## config.mk

```make
export PLATFORM = sky130hd
export DESIGN_NAME = mips_trace_tx
export DESIGN_NICKNAME = d
export VERILOG_FILES = /design/src/rtl/mips_trace_pkg.sv /design/src/rtl/trace_fifo.sv /design/src/rtl/mips_trace_tx.sv
export SDC_FILE = /design/constraint.sdc
export NUM_CORES = 1
export LEC_CHECK = 0
export ABC_AREA = 1
export CAP_MARGIN = 20
export CORE_AREA = 2 2 335 370
export DETAILED_ROUTE_END_ITERATION = 7
export DIE_AREA = 0 0 337 372
export SLEW_MARGIN = 15
export SYNTH_ARGS = -nofsm -noshare
export SYNTH_HDL_FRONTEND = slang
export SYNTH_HIERARCHICAL = 1
export SYNTH_SLANG_ARGS = --single-unit
```

## constraint.sdc

```tcl
create_clock -name clk -period 11 [get_ports clk]
set_input_delay 1.65 -clock clk [delete_from_list [all_inputs] [get_ports clk]]
set_output_delay 1.65 -clock clk [all_outputs]
set_load 0.005 [all_outputs]
```

## src/rtl/mips_trace_pkg.sv

```systemverilog
`default_nettype none
// ============================================================================
// mips_trace_pkg : shared types and constants for the MIPS retirement trace
//                  serializer. Optional macro: MIPS_TRACE_CHECKSUM_EN.
// Revision       : 1.0 - initial release
// ============================================================================
package mips_trace_pkg;

    localparam logic [7:0] SYNC_BYTE = 8'hA5;

    // Bit positions within the FLAGS byte
    localparam int FLAG_WE  = 0;
    localparam int FLAG_OVF = 1;

    typedef enum logic [2:0] {
        IDLE  = 3'd0,
        HDR   = 3'd1,
        PC    = 3'd2,
        INSTR = 3'd3,
        FLAGS = 3'd4,
        ADDR  = 3'd5,
`ifdef MIPS_TRACE_CHECKSUM_EN
        WDATA = 3'd6,
        CSUM  = 3'd7
`else
        WDATA = 3'd6
`endif
    } state_t;

    typedef struct packed {
        logic [31:0] pc;
        logic [31:0] instr;
        logic        mem_we;
        logic [31:0] mem_addr;
        logic [31:0] mem_wd;
    } trace_rec_t;

    function automatic logic [7:0] msb_byte(input logic [31:0] w, input logic [1:0] idx);
        case (idx)
            2'd0:    return w[31:24];
            2'd1:    return w[23:16];
            2'd2:    return w[15:8];
            default: return w[7:0];
        endcase
    endfunction

endpackage
`default_nettype wire

```

## src/rtl/trace_fifo.sv

```systemverilog
`default_nettype none
// ============================================================================
// trace_fifo : record FIFO with combinational head read; full is a pure
//              function of stored occupancy so it ignores a same-edge pop.
// Revision   : 1.0 - initial release
// ============================================================================
module trace_fifo
    import mips_trace_pkg::*;
#(
    parameter int DEPTH = 8
) (
    input  logic                       clk,
    input  logic                       rst_n,
    input  logic                       push,
    input  trace_rec_t                 wdata,
    input  logic                       pop,
    output trace_rec_t                 rdata,
    output logic                       full,
    output logic                       empty,
    output logic [$clog2(DEPTH):0]     count
);
    localparam int AW = $clog2(DEPTH);

    trace_rec_t    mem [DEPTH];
    logic [AW:0]   wr_ptr;
    logic [AW:0]   rd_ptr;

    assign count = wr_ptr - rd_ptr;
    assign full  = (count == (AW+1)'(DEPTH));
    assign empty = (count == '0);
    assign rdata = mem[rd_ptr[AW-1:0]];

    always_ff @(posedge clk or negedge rst_n) begin
        if (!rst_n) begin
            wr_ptr <= '0;
            rd_ptr <= '0;
        end else begin
            if (push && !full)
                wr_ptr <= wr_ptr + 1'b1;
            if (pop && !empty)
                rd_ptr <= rd_ptr + 1'b1;
        end
    end

    always_ff @(posedge clk) begin
        if (push && !full)
            mem[wr_ptr[AW-1:0]] <= wdata;
    end

endmodule
`default_nettype wire

```

## src/rtl/mips_trace_tx.sv

```systemverilog
`default_nettype none
// ============================================================================
// mips_trace_tx : serializes retired-instruction records into a byte stream.
//                 Optional macro MIPS_TRACE_CHECKSUM_EN appends an XOR byte.
// Revision      : 1.0 - initial release
// ============================================================================
module mips_trace_tx
    import mips_trace_pkg::*;
#(
    parameter int DEPTH = 8
) (
    input  logic        clk,
    input  logic        rst_n,
    input  logic        trace_valid,
    input  logic [31:0] pc,
    input  logic [31:0] instr,
    input  logic        mem_we,
    input  logic [31:0] mem_addr,
    input  logic [31:0] mem_wd,
    output logic [7:0]  tx_data,
    output logic        tx_valid,
    input  logic        tx_ready,
    output logic [7:0]  drop_cnt,
    output logic        busy
);
    localparam int CW = $clog2(DEPTH) + 1;

    trace_rec_t      in_rec;
    trace_rec_t      head;
    logic            full;
    logic            empty;
    logic [CW-1:0]   count;
    logic            push;
    logic            pop;
    logic            drop;
    logic            xfer;
    logic            ovf;
    logic            body_done;
    logic            rec_done;
    logic [7:0]      flags;
    state_t          state;
    state_t          state_nx;
    logic [1:0]      bcnt;
    logic [1:0]      bcnt_nx;

    assign in_rec   = '{pc, instr, mem_we, mem_addr, mem_wd};
    assign push     = trace_valid && !full;
    assign drop     = trace_valid && full;
    assign tx_valid = (state != IDLE);
    assign xfer     = tx_valid && tx_ready;
    assign busy     = !empty || tx_valid;

    // The record being sent stays at the FIFO head until its last byte goes
    trace_fifo #(.DEPTH(DEPTH)) u_fifo (
        .clk   (clk),
        .rst_n (rst_n),
        .push  (push),
        .wdata (in_rec),
        .pop   (pop),
        .rdata (head),
        .full  (full),
        .empty (empty),
        .count (count)
    );

    always_comb begin
        flags           = 8'h00;
        flags[FLAG_OVF] = ovf;
        flags[FLAG_WE]  = head.mem_we;
    end

    always_ff @(posedge clk or negedge rst_n) begin
        if (!rst_n) begin
            state    <= IDLE;
            bcnt     <= 2'd0;
            ovf      <= 1'b0;
            drop_cnt <= 8'h00;
        end else begin
            state <= state_nx;
            bcnt  <= bcnt_nx;
            if (drop) begin
                ovf <= 1'b1;
                if (drop_cnt != 8'hFF)
                    drop_cnt <= drop_cnt + 8'd1;
            end else if (xfer && state == FLAGS) begin
                ovf <= 1'b0;
            end
        end
    end

`ifdef MIPS_TRACE_CHECKSUM_EN
    logic [7:0] csum;

    always_ff @(posedge clk or negedge rst_n) begin
        if (!rst_n)
            csum <= 8'h00;
        else if (xfer)
            csum <= (state == HDR) ? SYNC_BYTE : (csum ^ tx_data);
    end
`endif

    always_comb begin
        state_nx  = state;
        bcnt_nx   = bcnt;
        tx_data   = 8'h00;
        body_done = 1'b0;
        rec_done  = 1'b0;
        pop       = 1'b0;
        case (state)
            IDLE: begin
                bcnt_nx = 2'd0;
                if (!empty)
                    state_nx = HDR;
            end
            HDR: begin
                tx_data = SYNC_BYTE;
                if (xfer)
                    state_nx = PC;
            end
            PC: begin
                tx_data = msb_byte(head.pc, bcnt);
                if (xfer) begin
                    bcnt_nx = bcnt + 2'd1;
                    if (bcnt == 2'd3)
                        state_nx = INSTR;
                end
            end
            INSTR: begin
                tx_data = msb_byte(head.instr, bcnt);
                if (xfer) begin
                    bcnt_nx = bcnt + 2'd1;
                    if (bcnt == 2'd3)
                        state_nx = FLAGS;
                end
            end
            FLAGS: begin
                tx_data = flags;
                if (xfer) begin
                    if (head.mem_we)
                        state_nx = ADDR;
                    else
                        body_done = 1'b1;
                end
            end
            ADDR: begin
                tx_data = msb_byte(head.mem_addr, bcnt);
                if (xfer) begin
                    bcnt_nx = bcnt + 2'd1;
                    if (bcnt == 2'd3)
                        state_nx = WDATA;
                end
            end
            WDATA: begin
                tx_data = msb_byte(head.mem_wd, bcnt);
                if (xfer) begin
                    bcnt_nx = bcnt + 2'd1;
                    if (bcnt == 2'd3)
                        body_done = 1'b1;
                end
            end
`ifdef MIPS_TRACE_CHECKSUM_EN
            CSUM: begin
                tx_data = csum;
                if (xfer)
                    rec_done = 1'b1;
            end
`endif
            default: state_nx = IDLE;
        endcase

`ifdef MIPS_TRACE_CHECKSUM_EN
        if (body_done)
            state_nx = CSUM;
`else
        rec_done = body_done;
`endif

        // Another record behind the head means the next header follows directly
        if (rec_done) begin
            pop      = 1'b1;
            state_nx = (count > CW'(1)) ? HDR : IDLE;
        end
    end

endmodule
`default_nettype wire

```

[After elaboration in Yosys (flattened, before gate mapping)]
Memories as Yosys holds them, arrays and structs flattened.
Cells that the tools add are included.
W data, S select, Z words.
Operators by class
  add/sub/neg operators: 5
  magnitude comparators: 1
  equal/unequal tests: 23
  muxes and demuxes: 30
  reductions and logical operators: 19
Operators by type and width (number)
  $pmux W8 S3: 4
  $pmux W8 S6: 1
  $mux W3: 11
  $ne A3 B3 Y1 const B: 10
  $pmux W3 S7: 1
  $reduce_and A11 Y1: 1
  $mux W1: 10
  $eq A3 B3 Y1 const B: 3
  $add A4 B1 Y4 const B: 2
  $add A8 B1 Y8 const B: 1
  $ne A8 B8 Y1 const B: 1
  $eq A3 B2 Y1 const B: 2
  $logic_and A1 B1 Y1: 6
  $eq A2 B2 Y1 const B: 2
  $eq A4 B4 Y1 const B: 1
  $gt A4 B1 Y1 const B: 1
  $logic_not A4 Y1: 1
  $pmux W2 S2: 1
  $reduce_and A2 Y1: 2
  $reduce_bool A2 Y1: 2
  $reduce_or A4 Y1: 1
  $sub A4 B4 Y4: 1
  $eq A3 B1 Y1 const B: 1
  $logic_not A3 Y1: 1
  10 further kinds: 11
Storage, ports and cells
  register bits after elaboration: 22
  RAM bits: 1032
  output and inout port bits: 18
  logic and storage cells: 85
  memories kept: 1
Memories
  u_fifo.mem: words 8, width 129, rd ports 1, clocked after memory_dff 0, wr ports 1, line trace_fifo.sv:24  | trace_rec_t mem [DEPTH];

[Logic depth before layout (Yosys ltp)]
Gate-level depths: netlist of the first run.
  depth after elaboration: 7
  mapped depth: 17
  depth with buffers taken out: 16

[By module]
Netlist of the first run, hierarchy kept.
Modules (own cells, without submodules)
  trace_fifo: times used 1, cells an instance 3008, area an instance 40219.8 µm², sequential area each 31189.9 µm²
  mips_trace_tx: times used 1, cells an instance 373, area an instance 2047.0 µm², sequential area each 350.3 µm²

[Least setup slack after synthesis of the first run]
OpenSTA, ideal clock, no wires.
  path kind: reg2reg
  from: reg u_fifo.rd_ptr[1]
  to: mem u_fifo/mem[0][0] (netlist bit), enable pin
  data arrival time: 7.592 ns
  slack: 2.788 ns
  cell stages (with the launch flop): 15
  cell sequence: dfrtp_1 -> buf_2 -> inv_1 -> clkbuf_2 -> buf_2 -> fa_1 -> nand2_1 -> inv_1 -> nor2_1 -> nor2_1 -> nand3_1 -> inv_1 -> nor2_1 -> nand2_1 -> nor2_1
Between the ends
  word-level cells in the longest chain between the ends: 7
RTL lines
  start: declaration: line trace_fifo.sv:26  | logic [AW:0] rd_ptr;
  start signal: assignment: line trace_fifo.sv:41  | rd_ptr <= rd_ptr + 1'b1;
  $sub A4 B4 Y4: line trace_fifo.sv:28  | assign count = wr_ptr - rd_ptr;
  net count[2]: line mips_trace_tx.sv:32  | logic [CW-1:0] count;
  $eq A4 B4 Y1: line trace_fifo.sv:29  | assign full = (count == (AW+1)'(DEPTH));
  net full: line mips_trace_tx.sv:30  | logic full;
  $logic_not A1 Y1: line mips_trace_tx.sv:47  | assign push = trace_valid && !full;
  $logic_and A1 B1 Y1: line mips_trace_tx.sv:47
  net push: line mips_trace_tx.sv:33  | logic push;
  $logic_and A1 B1 Y1: line trace_fifo.sv:46  | if (push && !full)
  $mux W1: line trace_fifo.sv:46
  $mux W1 (not written as such): line trace_fifo.sv:47  | mem[wr_ptr[AW-1:0]] <= wdata;
  end: declaration: line trace_fifo.sv:24
The timed path passes the listed nets, and every way through them passes these cells.

[Final worst setup path of the first run]
  from: reg u_fifo.rd_ptr[1]
  to: out busy
Between the ends
  word-level cells in the longest chain between the ends: 4
RTL lines
  $sub A4 B4 Y4: line trace_fifo.sv:28
  net count[1]: line mips_trace_tx.sv:32
  $logic_not A4 Y1: line trace_fifo.sv:30  | assign empty = (count == '0);
  net empty: line mips_trace_tx.sv:31  | logic empty;
  $logic_not A1 Y1: line mips_trace_tx.sv:51  | assign busy = !empty || tx_valid;
  $logic_or A1 B1 Y1: line mips_trace_tx.sv:51
  end: declaration: line mips_trace_tx.sv:24  | output logic busy
The timed path passes the listed nets, and every way through them passes these cells.

==> summary.txt, run 1 <==
Placement
  – DP HPWL: 58120 um
  – Area post-placement: 0.04519 mm^2
  – Inst Count DP: between 4000 and 5000
  – Port bufs: 150
  – Routability cong.: about 0.79
  – Worst slack at placement: roughly 4700 ps

Worst setup path
  – CP max-delay cell: buf_4
  – CP max stage delay: 880 ps
  – Buf/Inv on CP: 4
  – CP endpoint kind: output pin
  – Largest delay share family, worst path: buffers and inverters
  – Most frequent CP cell: nand3_1
  – CP startpoint kind: flop
  – Req. time, crit path: 9350 ps
  – Worst-path cell chain: inv_6 -> buf_4 -> fa_1 -> or2_2 -> nor2_1 -> nand3_1 -> inv_1 -> nand3_1 -> clkdlybuf4s50_1
  – WS Path Type: flop to output pin
  – Crit Path Max Fanout: 110
  – Crit path DAT: 5290 ps

STA
  – Min Tclk post-route: between 6000 and 7000 ps
  – Slew @ Worst Pin: 1165 ps
  – Final Skew: ~35 ps
  – Final setup violation count: 0
  – Max Freq: 144.0 MHz
  – Pins Over Slew Limit: 0
  – Final hold violation count: 0
  – Hold WS: between 500 and 600 ps
  – RSZ-0062 raised after global routing: false
  – Setup TNS: 0 ps
  – Final Cycle Share: 63.12%
  – PnR worst setup slack: 4056 ps
  – Relative slew slack: 22.35%

Detailed routing
  – First-iteration detailed-routing DRC count: 2253
  – Pre-antenna DRT Iters: 5
  – Wire per inst: about 22 um
  – Number of routed nets with antenna violations: 0
  – DRC viols: 0
  – Post-Route WL: 112500 um
  – Via count: approximately 27000
  – Vias per cell: 5.171

Final layout
  – Fillers: 11330
  – Fin cells: 5202
  – Multi-input gate area in the final layout: 0.009518 mm^2
  – Final nets: ~3600
  – Final core utilization: 39.83%
  – Synthesis-to-layout area growth: 15.08%
  – Cell area after layout: 0.04864 mm^2
  – Register area: 0.03155 mm^2
  – Share of layout cells above drive strength 1: 6.391%

GRT
  – Largest net degree at the start of global routing: 221
  – First-pass GRT wire length: 166100 um
  – GRT Overall Usage: roughly 18%
  – Vias in the first global route: 25760
  – Antenna violations before repair: 16
  – Total grt overflow: 0

Logic synthesis
  – Sequential area share after synthesis: 74.62%
  – Distinct cells, synth: 37
  – Syn_nets: around 3500
  – Ys Warns: 6
  – Leading area contributor after synthesis: edfxtp_1
  – Syn Inst Count: 3381
  – Avg Cell Area, Syn: 12.50 um^2
  – Ranking of synthesized cells by area: edfxtp_1 73%, o21ai_0 6.1%, nor2_1 5.1%
  – Primary FF master, synth: edfxtp_1
  – Mapped cell area: 0.04227 mm^2
  – Top-area cell type share of the netlist area: 73.32%
  – Post-synth EDFFs: ~1000
  – Fraction of registers with async set/reset: 2.087%
  – Top post-synthesis cells by count: 1032 x edfxtp_1, 569 x nor2_1, 558 x nand2_1
  – #FFs+latches synth: 1054
  – Top-count cell post-synth: edfxtp_1

CTS
  – Worst skew pair latency: about 700 ps
  – H-tree depth: 3
  – Postcts setup bufs: 0
  – CTS tree: yes
  – Post-CTS sizing: 0
  – CTS root buf: clkbuf_16
  – Clock transition at the registers of the reported paths: roughly 60 ps
  – Total CTS buffers: 106
  – Clock Sinks: 1054
  – CTS Buffer Depth: 3
  – Hold Buf Count CTS: 0

Status
  – Status: completed

Hold path
  – Hold Path Class: flop to flop

Power
  – Power Density: about 270 mW/mm^2
  – VDD IR max: between 300 and 400 uV
  – Static Leakage: 16.30 nW
  – Power Total: 13.28 mW

Floorplan
  – Core area: roughly 0.12 mm^2
  – Die ar.: 0.1254 mm^2
  – Chip height: 372 um
  – Die width: 337 um
  – Initial core utilization: 34.61%
  – FP Rows: approximately 140
  – # IOs: 151

Run
  – Max-Cap Viols: 0
## area by class of cell
class	instances	share of cell area (%)
Sequential cell	1054	64.87
Multi-Input combinational cell	2062	19.57
Clock buffer	136	5.747
Tap cell	1644	4.229
Timing Repair Buffer	193	3.828
Clock inverter	62	1.320
Inverter	45	0.4116
Antenna cell	6	0.03087
## state kept, by name (all words and copies together) (netlist names)
name	count
bcnt	2
drop_cnt	8
ovf	1
state	3
u_fifo/mem	1032
u_fifo/rd_ptr	4
u_fifo/wr_ptr	4
## layout by cell type, fill, tap and decap left out, types with 4 or more instances in the layout
| master | Yosys | final |
|---|---|---|
| nor2_1 | 569 | 562 |
| o22ai_1 | 258 | 258 |
| nand2_1 | 558 | 558 |
| xor2_1 | 6 | 6 |
| nor2_4 | 2 | 9 |
| diode_2 | 0 | 6 |
| inv_1 | 42 | 39 |
| edfxtp_1 | 1032 | 1032 |
| o21ai_1 | 5 | 5 |
| clkbuf_16 | 0 | 106 |
| clkdlybuf4s50_1 | 0 | 150 |
| bufinv_16 | 0 | 10 |
| dfrtp_1 | 22 | 19 |
| buf_4 | 17 | 40 |
| ha_2 | 0 | 4 |
| nand4_1 | 7 | 7 |
| o21ai_0 | 519 | 519 |
| ha_1 | 10 | 6 |
| nand3_2 | 4 | 4 |
| clkinv_1 | 0 | 23 |
| inv_6 | 0 | 6 |
| nand3_1 | 56 | 56 |
| a21oi_1 | 39 | 39 |
| o211ai_1 | 10 | 10 |
| clkbuf_1 | 143 | 27 |
| clkinv_2 | 1 | 17 |
| xnor2_1 | 4 | 4 |
## final timing paths
| check | end | slack [ps] | depth (start not counted) | from |
|---|---|---|---|---|
| max | busy | 4060 | 9 | u_fifo/rd_ptr[1] |
| min | u_fifo/wr_ptr[3] | 540 | 2 | u_fifo/wr_ptr[3] |
| max reg2reg | u_fifo/mem[6][82] | 4750 | 12 | u_fifo/rd_ptr[1] |
| min reg2reg | u_fifo/wr_ptr[3] | 540 | 2 | u_fifo/wr_ptr[3] |
| max in group asynchronous | u_fifo/rd_ptr[0] | 9360 | 2 | rst_n |
| min in group asynchronous | drop_cnt[0] | 1320 | 2 | rst_n |
## tightest hold or removal path, cell delays in order, from the launching register on
cell and delay (ps):
dfrtp_1 390, nand2_1 70, nand2_1 50
## power by group
| group | leakage [nW] | internal (mW) | switching (mW) |
|---|---|---|---|
| combinational | 4.99 | 1.16 | 3.18 |
| clock | 1.67 | 2.04 | 1.53 |
| sequential | 9.64 | 5.17 | 0.209 |
| total | 16.3 | 8.37 | 4.91 |
## cell families (layout without fill, tap and decap cells)
| group | after synthesis | count (layout) | share of synthesized area [%] |
|---|---|---|---|
| adder cells (fa/ha/maj) | 11 | 11 | 0.3434 |
| AND/OR/NAND/NOR | 1207 | 1207 | 11.10 |
| buffers and inverters | 265 | 436 | 3.008 |
| flip-flops | 1054 | 1054 | 74.62 |
| other | 0 | 6 | 0 |
| AO/OA/AOI/OAI | 834 | 834 | 10.72 |
| XOR/XNOR | 10 | 10 | 0.2072 |
## routing by layer
metal / track usage, % / share of wire, % / up-vias / routed length [um]
met5: 0 / 0.054 / - / 61
met4: 5.117 / 2.2 / 12 / 2514
met3: 3.168 / 6.4 / 163 / 7229
met2: 28.98 / 48 / 848 / 53840
met1: 23.97 / 43 / 13460 / 48880
li1: - / - / 12420 / -
Power figures use the tool's default switching activity.
==> run 2: changes to the inputs <==
- clock period: 11 -> 6.95 ns (I/O delays scaled with it)
==> summary.txt, run 2 (same netlist as run 1, synthesis figures left out) <==
Status
  – Status: completed (unchanged)

Worst setup path
  – CP endpoint kind: output pin (unchanged)
  – Crit path DAT: 4710 ps (was 5290 ps)
  – WS Path Type: flop to output pin (unchanged)
  – Buf/Inv on CP: 4 (unchanged)
  – CP max stage delay: 800 ps (was 880 ps)
  – Req. time, crit path: 5910 ps (was 9350 ps)
  – Largest delay share family, worst path: buffers and inverters (unchanged)
  – Worst-path cell chain: buf_12 -> ha_1 -> inv_1 -> fa_1 -> or2_2 -> nor2_1 -> nand3_1 -> inv_1 -> nand3_1 -> clkdlybuf4s50_1 (was inv_6 -> buf_4 -> fa_1 -> or2_2 -> nor2_1 -> nand3_1 -> inv_1 -> nand3_1 -> clkdlybuf4s50_1)
  – CP max-delay cell: dfrtp_4 (was buf_4)
  – Crit Path Max Fanout: 181 (was 110)
  – CP startpoint kind: flop (unchanged)

Final layout
  – Final nets: 3623 (was 3606)
  – Synthesis-to-layout area growth: 16.02% (was 15.08%)
  – Commonest non-fill, non-tap cell in the layout: edfxtp_1 (unchanged)
  – Max reg flops: 1032 (unchanged)
  – Cell area after layout: 0.04904 mm^2 (was 0.04864 mm^2)
  – Final core utilization: 40.15% (was 39.83%)
  – Most frequent cells in the layout: 1032 x edfxtp_1, 562 x nor2_1, 558 x nand2_1 (unchanged)
  – Share of layout cells above drive strength 1: 7.037% (was 6.391%)

Detailed routing
  – DRC viols: 0 (unchanged)
  – Post-Route WL: 113100 um (was 112500 um)
  – Met3 wire length: 8686 um (was 7229 um)
  – Vias per cell: 5.209 (was 5.171)
  – Metal-1 WL: 47610 um (was 48880 um)
  – Via count: 27160 (was 26900)
  – Pre-antenna DRT Iters: 5 (unchanged)
  – Number of routed nets with antenna violations: 0 (unchanged)
  – First-iteration detailed-routing DRC count: 2568 (was 2253)
  – Met2 WL post-DR: 52850 um (was 53840 um)
  – Highest routed layer: met5 (unchanged)
  – Wire per inst: 21.68 um (was 21.63 um)

Placement
  – Routability cong.: 0.7876 (was 0.7943)
  – Port bufs: 150 (unchanged)
  – Area post-placement: 0.04557 mm^2 (was 0.04519 mm^2)
  – DP HPWL: 60530 um (was 58120 um)
  – Worst slack at placement: 1992 ps (was 4723 ps)

STA
  – Pins Over Slew Limit: 0 (unchanged)
  – Relative slew slack: 37.62% (was 22.35%)
  – Slew @ Worst Pin: 935.7 ps (was 1165 ps)
  – Hold WS: 533.6 ps (was 544.1 ps)
  – Max Freq: 173.9 MHz
  – PnR worst setup slack: 1200 ps (was 4056 ps)
  – Min Tclk post-route: 5750 ps
  – RSZ-0062 raised after global routing: false (unchanged)
  – Final hold violation count: 0 (unchanged)
  – Final Cycle Share: 82.74%
  – Final Skew: 40.11 ps (was 34.95 ps)
  – Setup TNS: 0 ps (unchanged)
  – Final setup violation count: 0 (unchanged)

Run
  – Max-Cap Viols: 0 (unchanged)

Floorplan
  – Initial core utilization: 34.61% (unchanged)
  – Die width: 337 um (unchanged)
  – # IOs: 151 (unchanged)
  – Die ar.: 0.1254 mm^2 (unchanged)
  – FP Rows: 135 (unchanged)
  – Chip height: 372 um (unchanged)
  – Core area: 0.1221 mm^2 (unchanged)

GRT
  – Vias in the first global route: 26180 (was 25760)
  – Total grt overflow: 0 (unchanged)
  – Largest net degree at the start of global routing: 231 (was 221)
  – First-pass GRT wire length: 166400 um (was 166100 um)
  – Antenna violations before repair: 23 (was 16)
  – GRT Overall Usage: 17.71% (was 17.65%)

Power
  – Static Leakage: 16.48 nW (was 16.30 nW)
  – VDD IR max: 462.4 uV (was 309.9 uV)
  – Power Density: 432.1 mW/mm^2 (was 273.1 mW/mm^2)

CTS
  – Clock transition at the registers of the reported paths: 60 ps (about the same)
  – Postcts setup bufs: 0 (unchanged)
  – CTS Buffer Depth: 3 (unchanged)
  – CTS tree: yes (unchanged)
  – CTS root buf: clkbuf_16 (unchanged)
  – Post-CTS sizing: 0 (unchanged)
  – Clock Sinks: 1054 (unchanged)
  – Total CTS buffers: 107 (was 106)
  – H-tree depth: 3 (unchanged)
  – Worst skew pair latency: 720 ps (was 700 ps)
  – Hold Buf Count CTS: 0 (unchanged)

Hold path
  – Hold Path Class: flop to flop (unchanged)
-- run 2: final cells by class --
cell class / count / area, um^2
Timing Repair Buffer: 209 / 2245
Clock buffer: 133 / 2806
Multi-Input combinational cell: 2062 / 9518
Antenna cell: 4 / 10.01
Fill cell: 11260 / 73090
Clock inverter: 64 / 649.4
Inverter: 45 / 200.2
Sequential cell: 1054 / 31550
Tap cell: 1644 / 2057
-- run 2: path summary, 6_finish.rpt --
path	start	end	slack (ps)	depth (start not counted)
worst min-delay path	drop_cnt[6]	drop_cnt[6]	530	1
max in group asynchronous	rst_n	u_fifo/rd_ptr[1]	5940	2
worst min register to register	drop_cnt[6]	drop_cnt[6]	530	1
min in group asynchronous	rst_n	drop_cnt[2]	690	2
worst max-delay path	u_fifo/rd_ptr[0]	busy	1200	10
worst max register to register	u_fifo/rd_ptr[0]	u_fifo/mem[1][78]	1860	14
-- run 2: stage by stage --
stage / total power [mW] / cells
2_1_floorplan: 13.21 / 3381
3_3_place_gp: 15.59 / 5014
3_5_place_dp: 15.64 / 5014
4_1_cts: 21.34 / 5211
5_1_grt: 22.31 / 5212
6_report: 21.19 / 5215
-- run 2: per-layer routing --
metal	GRT usage, %	vias up
li1	-	12460
met1	23.33	13500
met2	28.28	937
met3	4.047	234
met4	7.220	32
met5	0	-
-- run 2: power by group --
group	internal (mW)	switching, mW	leakage (nW)	total (mW)
clock	3.24	2.43	1.70	5.67
sequential	8.17	0.332	9.64	8.51
combinational	1.96	5.05	5.15	7.01
total	13.4	7.81	16.5	21.2
